==> config.mk <==
export PLATFORM = sky130hd
export DESIGN_NAME = ula_sequencial
export DESIGN_NICKNAME = d
export VERILOG_FILES = /design/src/rtl/ula_sequencial.sv
export SDC_FILE = /design/constraint.sdc
export NUM_CORES = 1
export LEC_CHECK = 0
export CAP_MARGIN = 20
export CORE_ASPECT_RATIO = 0.6
export CORE_UTILIZATION = 54
export DETAILED_ROUTE_END_ITERATION = 8
export GPL_TIMING_DRIVEN = 1
export PLACE_DENSITY = 0.91
export SYNTH_ARGS = -nofsm -noshare
export SYNTH_HDL_FRONTEND = slang
export SYNTH_SLANG_ARGS = --single-unit
==> constraint.sdc <==
create_clock -name clock -period 5.02 [get_ports clock]
set_input_delay 1.004 -clock clock [delete_from_list [all_inputs] [get_ports clock]]
set_output_delay 1.004 -clock clock [all_outputs]
set_load 0.02 [all_outputs]
==> src/rtl/ula_sequencial.sv <==
// ula_sequencial: registered ALU with start/ready/done handshake and a registered Z/N/C/V flag set.
// Build macro ULA_MUL_EN: op 111 becomes an iterative shift-add multiplier; otherwise op 111 yields zero in one cycle.
module ula_sequencial #(
    parameter int WIDTH = 8
) (
    input  logic             clock,
    input  logic             reset,
    input  logic             Inicio,
    input  logic [2:0]       ALUOp,
    input  logic [WIDTH-1:0] Entrada1,
    input  logic [WIDTH-1:0] Entrada2,
    output logic             Livre,
    output logic             Pronto,
    output logic [WIDTH-1:0] Resultado,
    output logic             Zero,
    output logic             Negativo,
    output logic             Carry,
    output logic             Overflow
);
    localparam int SHW = $clog2(WIDTH);
    localparam int MSB = WIDTH - 1;
    localparam logic [WIDTH-1:0] MIN_VAL = {1'b1, {(WIDTH-1){1'b0}}};

    localparam logic [2:0] OP_ADD = 3'b000;
    localparam logic [2:0] OP_NEG = 3'b001;
    localparam logic [2:0] OP_SUB = 3'b010;
    localparam logic [2:0] OP_SLT = 3'b011;
    localparam logic [2:0] OP_AND = 3'b100;
    localparam logic [2:0] OP_OR  = 3'b101;
    localparam logic [2:0] OP_SHL = 3'b110;

    // Handshake: an op is accepted on a rising edge where Inicio && Livre; Pronto is high
    // for exactly the cycle after each completion, and Resultado/flags hold until the next one.
    logic               accept_alu;
    logic [WIDTH:0]     add_w;
    logic [WIDTH:0]     sub_w;
    logic [2*WIDTH-1:0] shl_w;
    logic               add_v;
    logic               sub_v;
    logic [WIDTH-1:0]   alu_res;
    logic               alu_c;
    logic               alu_v;

    always_comb begin
        add_w   = {1'b0, Entrada1} + {1'b0, Entrada2};
        sub_w   = {1'b0, Entrada1} - {1'b0, Entrada2};
        add_v   = (Entrada1[MSB] == Entrada2[MSB]) && (add_w[MSB] != Entrada1[MSB]);
        sub_v   = (Entrada1[MSB] != Entrada2[MSB]) && (sub_w[MSB] != Entrada1[MSB]);
        // Bit WIDTH of the widened shift is the last bit pushed out (0 when the amount is 0).
        shl_w   = {{WIDTH{1'b0}}, Entrada1} << Entrada2[SHW-1:0];
        alu_res = '0;
        alu_c   = 1'b0;
        alu_v   = 1'b0;
        case (ALUOp)
            OP_ADD: begin
                alu_res = add_w[WIDTH-1:0];
                alu_c   = add_w[WIDTH];
                alu_v   = add_v;
            end
            OP_NEG: begin
                alu_res = ~Entrada1 + WIDTH'(1);
                alu_v   = (Entrada1 == MIN_VAL);
            end
            OP_SUB: begin
                alu_res = sub_w[WIDTH-1:0];
                alu_c   = sub_w[WIDTH];
                alu_v   = sub_v;
            end
            OP_SLT: alu_res = {WIDTH{sub_w[MSB] ^ sub_v}};
            OP_AND: alu_res = Entrada1 & Entrada2;
            OP_OR:  alu_res = Entrada1 | Entrada2;
            OP_SHL: begin
                alu_res = shl_w[WIDTH-1:0];
                alu_c   = shl_w[WIDTH];
            end
            default: ;
        endcase
    end

`ifdef ULA_MUL_EN
    localparam logic [2:0]     OP_MUL = 3'b111;
    localparam logic [SHW-1:0] LAST   = SHW'(WIDTH - 1);

    typedef enum logic {
        IDLE = 1'b0,
        MUL  = 1'b1
    } state_t;

    state_t             state;
    logic [2*WIDTH-1:0] acc;
    logic [2*WIDTH-1:0] mcand;
    logic [2*WIDTH-1:0] acc_next;
    logic [WIDTH-1:0]   mplier;
    logic [SHW-1:0]     count;

    assign Livre      = (state == IDLE);
    assign accept_alu = Inicio && Livre && (ALUOp != OP_MUL);
    assign acc_next   = acc + (mplier[0] ? mcand : '0);
`else
    assign Livre      = 1'b1;
    assign accept_alu = Inicio;
`endif

    always_ff @(posedge clock) begin
        if (reset) begin
            Resultado <= '0;
            Zero      <= 1'b1;
            Negativo  <= 1'b0;
            Carry     <= 1'b0;
            Overflow  <= 1'b0;
            Pronto    <= 1'b0;
`ifdef ULA_MUL_EN
            state     <= IDLE;
            acc       <= '0;
            mcand     <= '0;
            mplier    <= '0;
            count     <= '0;
`endif
        end else begin
            Pronto <= 1'b0;
            if (accept_alu) begin
                Resultado <= alu_res;
                Zero      <= (alu_res == '0);
                Negativo  <= alu_res[MSB];
                Carry     <= alu_c;
                Overflow  <= alu_v;
                Pronto    <= 1'b1;
            end
`ifdef ULA_MUL_EN
            case (state)
                IDLE: begin
                    if (Inicio && (ALUOp == OP_MUL)) begin
                        state  <= MUL;
                        acc    <= '0;
                        mcand  <= {{WIDTH{1'b0}}, Entrada1};
                        mplier <= Entrada2;
                        count  <= '0;
                    end
                end
                MUL: begin
                    // One multiplier bit per cycle; the final cycle commits acc_next directly.
                    acc    <= acc_next;
                    mcand  <= {mcand[2*WIDTH-2:0], 1'b0};
                    mplier <= {1'b0, mplier[WIDTH-1:1]};
                    count  <= count + SHW'(1);
                    if (count == LAST) begin
                        state     <= IDLE;
                        Resultado <= acc_next[WIDTH-1:0];
                        Zero      <= (acc_next[WIDTH-1:0] == '0);
                        Negativo  <= acc_next[MSB];
                        Carry     <= |acc_next[2*WIDTH-1:WIDTH];
                        Overflow  <= 1'b0;
                        Pronto    <= 1'b1;
                    end
                end
                default: state <= IDLE;
            endcase
`endif
        end
    end
endmodule

## Yosys cells after proc, flatten, opt, wreduce, memory -nomap -nowiden

Cells that the tools add are included.

| operators by class | value |
|---|---|
| $add $sub $neg | 3 |
| eq/ne operators | 11 |
| shift operators | 1 |
| mux-type cells | 4 |
| bitwise logic cells | 4 |
| reduce and logical (&&, ||, !) cells | 4 |

Operators with widths:

| kind | number |
|---|---|
| $pmux 8 s7 | 1 |
| $add 8x8->9 | 1 |
| $eq 3x3->1 const B | 3 |
| $shl 8x3->9 | 1 |
| $sub 8x8->9 | 1 |
| $add 8x1->8 const B | 1 |
| $and 8x8->8 | 1 |
| $eq 8x8->1 const B | 1 |
| $logic_not 8->1 | 1 |
| $not 8->8 | 1 |
| $or 8x8->8 | 1 |
| $eq 3x2->1 const B | 2 |
| $pmux 1 s3 | 2 |
| $eq 3x1->1 const B | 1 |
| $logic_not 3->1 | 1 |
| $ne 1x1->1 | 3 |
| $logic_and 1x1->1 | 2 |
| $eq 1x1->1 | 1 |
| $mux 1 | 1 |
| $xor 1x1->1 | 1 |

| word-level totals | value |
|---|---|
| register bits | 13 |
| output and inout bits | 14 |
| logic and storage cells | 33 |

## Depth between registers and ports, before layout

Gate-level depths: netlist of run 1.

| depth | value |
|---|---|
| depth in word-level cells | 6 |
| mapped depth | 17 |
| depth with buffers taken out | 17 |

## Worst setup path before layout of run 1

No wires, ideal clock.

| path | value |
|---|---|
| path kind | input port to flip-flop |
| from | input port Entrada2[1] |
| to | register Zero |
| library setup time | 0.060 ns |
| data arrival time | 3.959 ns |
| setup slack | 1.001 ns |
| cell stages on the path | 17 |
| buffers on the path | 0 |
| path through | inv_2 > ha_1 > or2_2 > a221oi_1 > nor2_1 > o21bai_1 > a21oi_1 > nor2_1 > nor2_1 > fa_1 > nand3b_1 > o21ai_0 > a32o_1 > nor2_1 > o221ai_1 > a2111oi_1 > a41o_1 |

| on the way | value |
|---|---|
| longest elaborated chain between the ends | 6 |
| elaborated cells on any way between the ends | 10 |
| those cells by class | 2 x add/sub; 1 x eq/ne; 1 x shift; 1 x mux; 3 x bitwise; 2 x reduce/logical |

Ends and longest elaborated chain:

| what | line | text |
|---|---|---|
| start, declared | 11 | `input logic [WIDTH-1:0] Entrada2,` |
| $sub 8x8->9 | 46 | `sub_w = {1'b0, Entrada1} - {1'b0, Entrada2};` |
| $ne 1x1->1 | 48 | `sub_v = (Entrada1[MSB] != Entrada2[MSB]) && (sub_w[MSB] != Entrada1[MSB]);` |
| $logic_and 1x1->1 | 48 |  |
| $xor 1x1->1 | 69 | `OP_SLT: alu_res = {WIDTH{sub_w[MSB] ^ sub_v}};` |
| $pmux 8 s7 * | 54 | `case (ALUOp)` |
| $logic_not 8->1 * | 123 | `Zero <= (alu_res == '0);` |
| end signal, assigned | 123 |  |
| end, declared | 15 | `output logic Zero,` |

Every way passes the cells marked *; elsewhere a longest branch is shown, timed or not.
A chain may end at the register's enable or synchronous reset.

## Worst setup path after layout of run 1

| path | value |
|---|---|
| from | input port Entrada1[1] |
| to | register Zero |

| on the way | value |
|---|---|
| longest elaborated chain between the ends | 6 |
| elaborated cells on any way between the ends | 12 |
| those cells by class | 3 x add/sub; 1 x eq/ne; 1 x shift; 1 x mux; 4 x bitwise; 2 x reduce/logical |

Ends and longest elaborated chain:

| what | line | text |
|---|---|---|
| start, declared | 10 | `input logic [WIDTH-1:0] Entrada1,` |
| $sub 8x8->9 | 46 |  |
| $ne 1x1->1 | 48 |  |
| $logic_and 1x1->1 | 48 |  |
| $xor 1x1->1 | 69 |  |
| $pmux 8 s7 * | 54 |  |
| $logic_not 8->1 * | 123 |  |

Marks and branches as above.

==> flow_metrics.py, run 1 <==
metrics = {
    "cells_and_area": {
        "drive_gt1_share_pct": 8.56,
        "finalNetCount": 380,
        "finalNonFillerCells": 374,
        "n_antenna_cell": 0,
        "syn2layout_area_growth_pct": 20.1,
        "layout_commonest_cell": "clkdlybuf4s50_1",
        "final_cell_mix": "34 x clkdlybuf4s50_1, 33 x nor2_1, 27 x ha_1",
        "nFillCells": 325,
    },
    "placed_design": {
        "dp.cells": 370,
        "dp_slack_ps": 213,
        "dpl.hpwl_mm": 5.07,
        "numPortBuffers": 34,
        "place_congestion": 1.02,
    },
    "worst_setup_path": {
        "arrival_ps": 4790,
        "start_kind": "input port",
        "critPathCaptureType": "flip-flop",
        "required_ps": 5210,
        "r2r-start": "Zero",
        "path_class": "input port to flip-flop",
        "r2r_cells": 2,
        "r2r_slack_ps": 4250,
        "rr_endpoint": "Zero",
        "crit_fanout": 5,
    },
    "synthesis": {
        "netlist_top_cells_area": "ha_1 16%, dfxtp_1 11%, nor2_1 5.7%",
        "yosysTopAreaCell": "ha_1",
        "async_flop_share_pct": 0,
        "ys.flop_type": "dfxtp_1",
        "seq_area_frac_synth_pct": 11.0,
        "syn-num-nets": 346,
        "synth_top_cell_area_share_pct": 15.5,
        "netlist_area_um2": 2180,
        "avgSynthCellArea_um2": 7.41,
        "yosys_warnings": 0,
        "synth_cell_types": 61,
        "synth_edf_count": 0,
        "synth_seq_cells": 12,
        "syn-instance-count": 294,
    },
    "worst_hold_path": {
        "hold_depth": 2,
        "min-delay-start": "Resultado[4]",
        "min_to": "Resultado[4]",
        "hold_path.class": "flip-flop to flip-flop",
    },
    "grt": {
        "grt_usage_pct": 31.3,
        "antenna_found_initial": 0,
        "grt_pass1_vias": 2126,
        "grt_overflow": 0,
        "grt_max_degree": 27,
        "grt_pass1_wl_mm": 10.5,
    },
    "timing": {
        "fin_skew_ps": 0,
        "relSlewSlack_pct": 35.6,
        "worstMarginPinSlew_ps": 953,
        "post-route-min-period_ps": 4600,
        "rsz0062_at_grt": "no",
        "fin_setup_tns_ps": 0,
        "hold_viol_final": 0,
        "fmax_mhz": 217,
        "setup_ws_ps": 420,
        "slew_violations": 0,
        "whs_ps": 484,
        "finalSetupViolations": 0,
        "fin_crit_sh_pct": 91.6,
    },
    "floorplanning": {
        "ios": 36,
        "start_util_pct": 57.8,
        "core_area_um2": 3760,
        "dieHeight_um": 51.2,
        "rows": 17,
        "fp.dieW_um": 84.0,
        "die-area_um2": 4300,
    },
    "job": {
        "cap_violations": 0,
    },
    "detailed_routing": {
        "dr_wl_met2_mm": 2.62,
        "drt-initial-drc-count": 300,
        "top_layer_used": "met4",
        "route.met3.wl_um": 895,
        "drc_errors": 8,
        "avgRoutedWirePerCell_um": 17.2,
        "first_pass_iters": 8,
        "route.vias.total": 2361,
        "vias_per_cell": 6.31,
        "routed_wl_mm": 6.44,
        "wl_met1_mm": 2.82,
        "ant_nets": 0,
    },
    "clocking": {
        "post_cts_buffers": 0,
        "cts_hold_buf": 0,
        "cts_buffers": 3,
        "h-tree-depth": 1,
        "clockBufferDepth": 2,
        "cts_root_buf": "clkbuf_8",
        "numClockSinks": 12,
        "cts_resized": 0,
        "tritoncts": "done",
        "clk_latency_ps": 240,
        "path_clk_slew_ps": 50,
    },
    "pwr": {
        "p_per_area_nw_per_um2": 175,
        "p_leak_nw": 1.08,
        "peakVddDrop_uv": 84.4,
    },
    "outcome": {
        "violations": "design-rule violations",
        "status": "finished, violations left",
    },
}
-- registers in the layout (all words and copies together) (netlist names) --
signal / cells
Pronto: 1
Resultado: 8
Carry: 1
Overflow: 1
Zero: 1
-- area by class of cell --
| cell class | instances | area [µm²] | share of cell area [%] |
|---|---|---|---|
| clock buffers | 4 | 55.1 | 2.11 |
| repair buffers | 45 | 423 | 16.2 |
| flip-flops and latches | 12 | 240 | 9.19 |
| multi-input cells | 241 | 1740 | 66.6 |
| well taps | 47 | 58.8 | 2.25 |
| inverters | 25 | 96.3 | 3.68 |
-- kinds of logic (layout without fill, tap and decap cells) --
kind of cell,after synthesis,count (layout),synth area share [%]
flip-flops,12,12,11.0
XOR/XNOR,12,12,4.83
multiplexers,11,11,5.92
adder cells (fa/ha/maj),30,30,18.3
other,1,1,0.172
buffers and inverters,41,74,8.97
AO/OA/AOI/OAI,88,88,27.5
AND/OR/NAND/NOR,99,99,23.3
-- worst max path at each step --
stage / start / endpoint / slack (ps) / depth (start not counted)
6_report: Entrada1[1] / Zero / 420 / 18
5_1_grt: Entrada1[1] / Zero / 120 / 18
4_1_cts: Entrada1[1] / Zero / 450 / 18
3_5_place_dp: Entrada1[1] / Zero / 210 / 18
3_3_place_gp: Entrada1[1] / Zero / 290 / 18
2_1_floorplan: Entrada2[1] / Zero / 1000 / 17
-- critical path, stage by stage --
cell and delay [ps]:
clkdlybuf4s50_1 470, inv_1 60, ha_1 320, or2_2 280, a221oi_1 340, nor2_1 110, o21bai_1 140, a21oi_1 80
nor2_1 100, nor2_1 60, fa_1 430, nand3b_1 190, o21ai_0 120, a32o_1 210, nor2_1 90, o221ai_1 160
a2111oi_1 420, a41o_1 210
-- cells in the mapped netlist, types with 8 or more instances --
library cell,n
inv_1,23
ha_1,27
a21oi_1,14
mux2i_1,8
nor2_1,33
xnor2_1,10
dfxtp_1,12
o21ai_0,20
nand2_1,17
a211oi_1,11
-- metal layers --
metal | track usage, % | up-vias
met1 | 44.2 | 1053
met4 | 8.62 | 0
li1 | - | 1125
met2 | 47.5 | 171
met5 | 0 | -
met3 | 7.11 | 12
-- power by group --
part / leakage [nW] / internal, mW / switching, mW
registers: 0.0994 / 0.103 / 0.00354
logic: 0.954 / 0.105 / 0.142
clock network: 0.0288 / 0.0692 / 0.0349
total: 1.08 / 0.277 / 0.180
-- metrics by stage --
step / power [mW] / util, % / cell area, µm²
after floorplan: 0.264 / - / 2180
after global placement: 0.344 / 68.0 / 2560
after detailed placement: 0.347 / 68.0 / 2560
after CTS: 0.453 / 69.5 / 2620
after global routing: 0.484 / 69.5 / 2620
final: 0.457 / 69.5 / 2620
Power figures use the tool's default switching activity.
==> run 2: changes to the inputs <==
==> constraint.sdc (replaced) <==
create_clock -name clock -period 5.02 [get_ports clock]
set_input_delay 1.004 -clock clock [delete_from_list [all_inputs] [get_ports clock]]
set_output_delay 1.004 -clock clock [all_outputs]
set_load 0.05 [all_outputs]
==> results of run 2 <==
Same layout as run 1 (identical final DEF). Status: finished, violations left: design-rule violations.
Main changes from that run: total power 0.457 mW -> 0.476 mW; worst IR drop on VDD 84.4 µV -> 84.9 µV
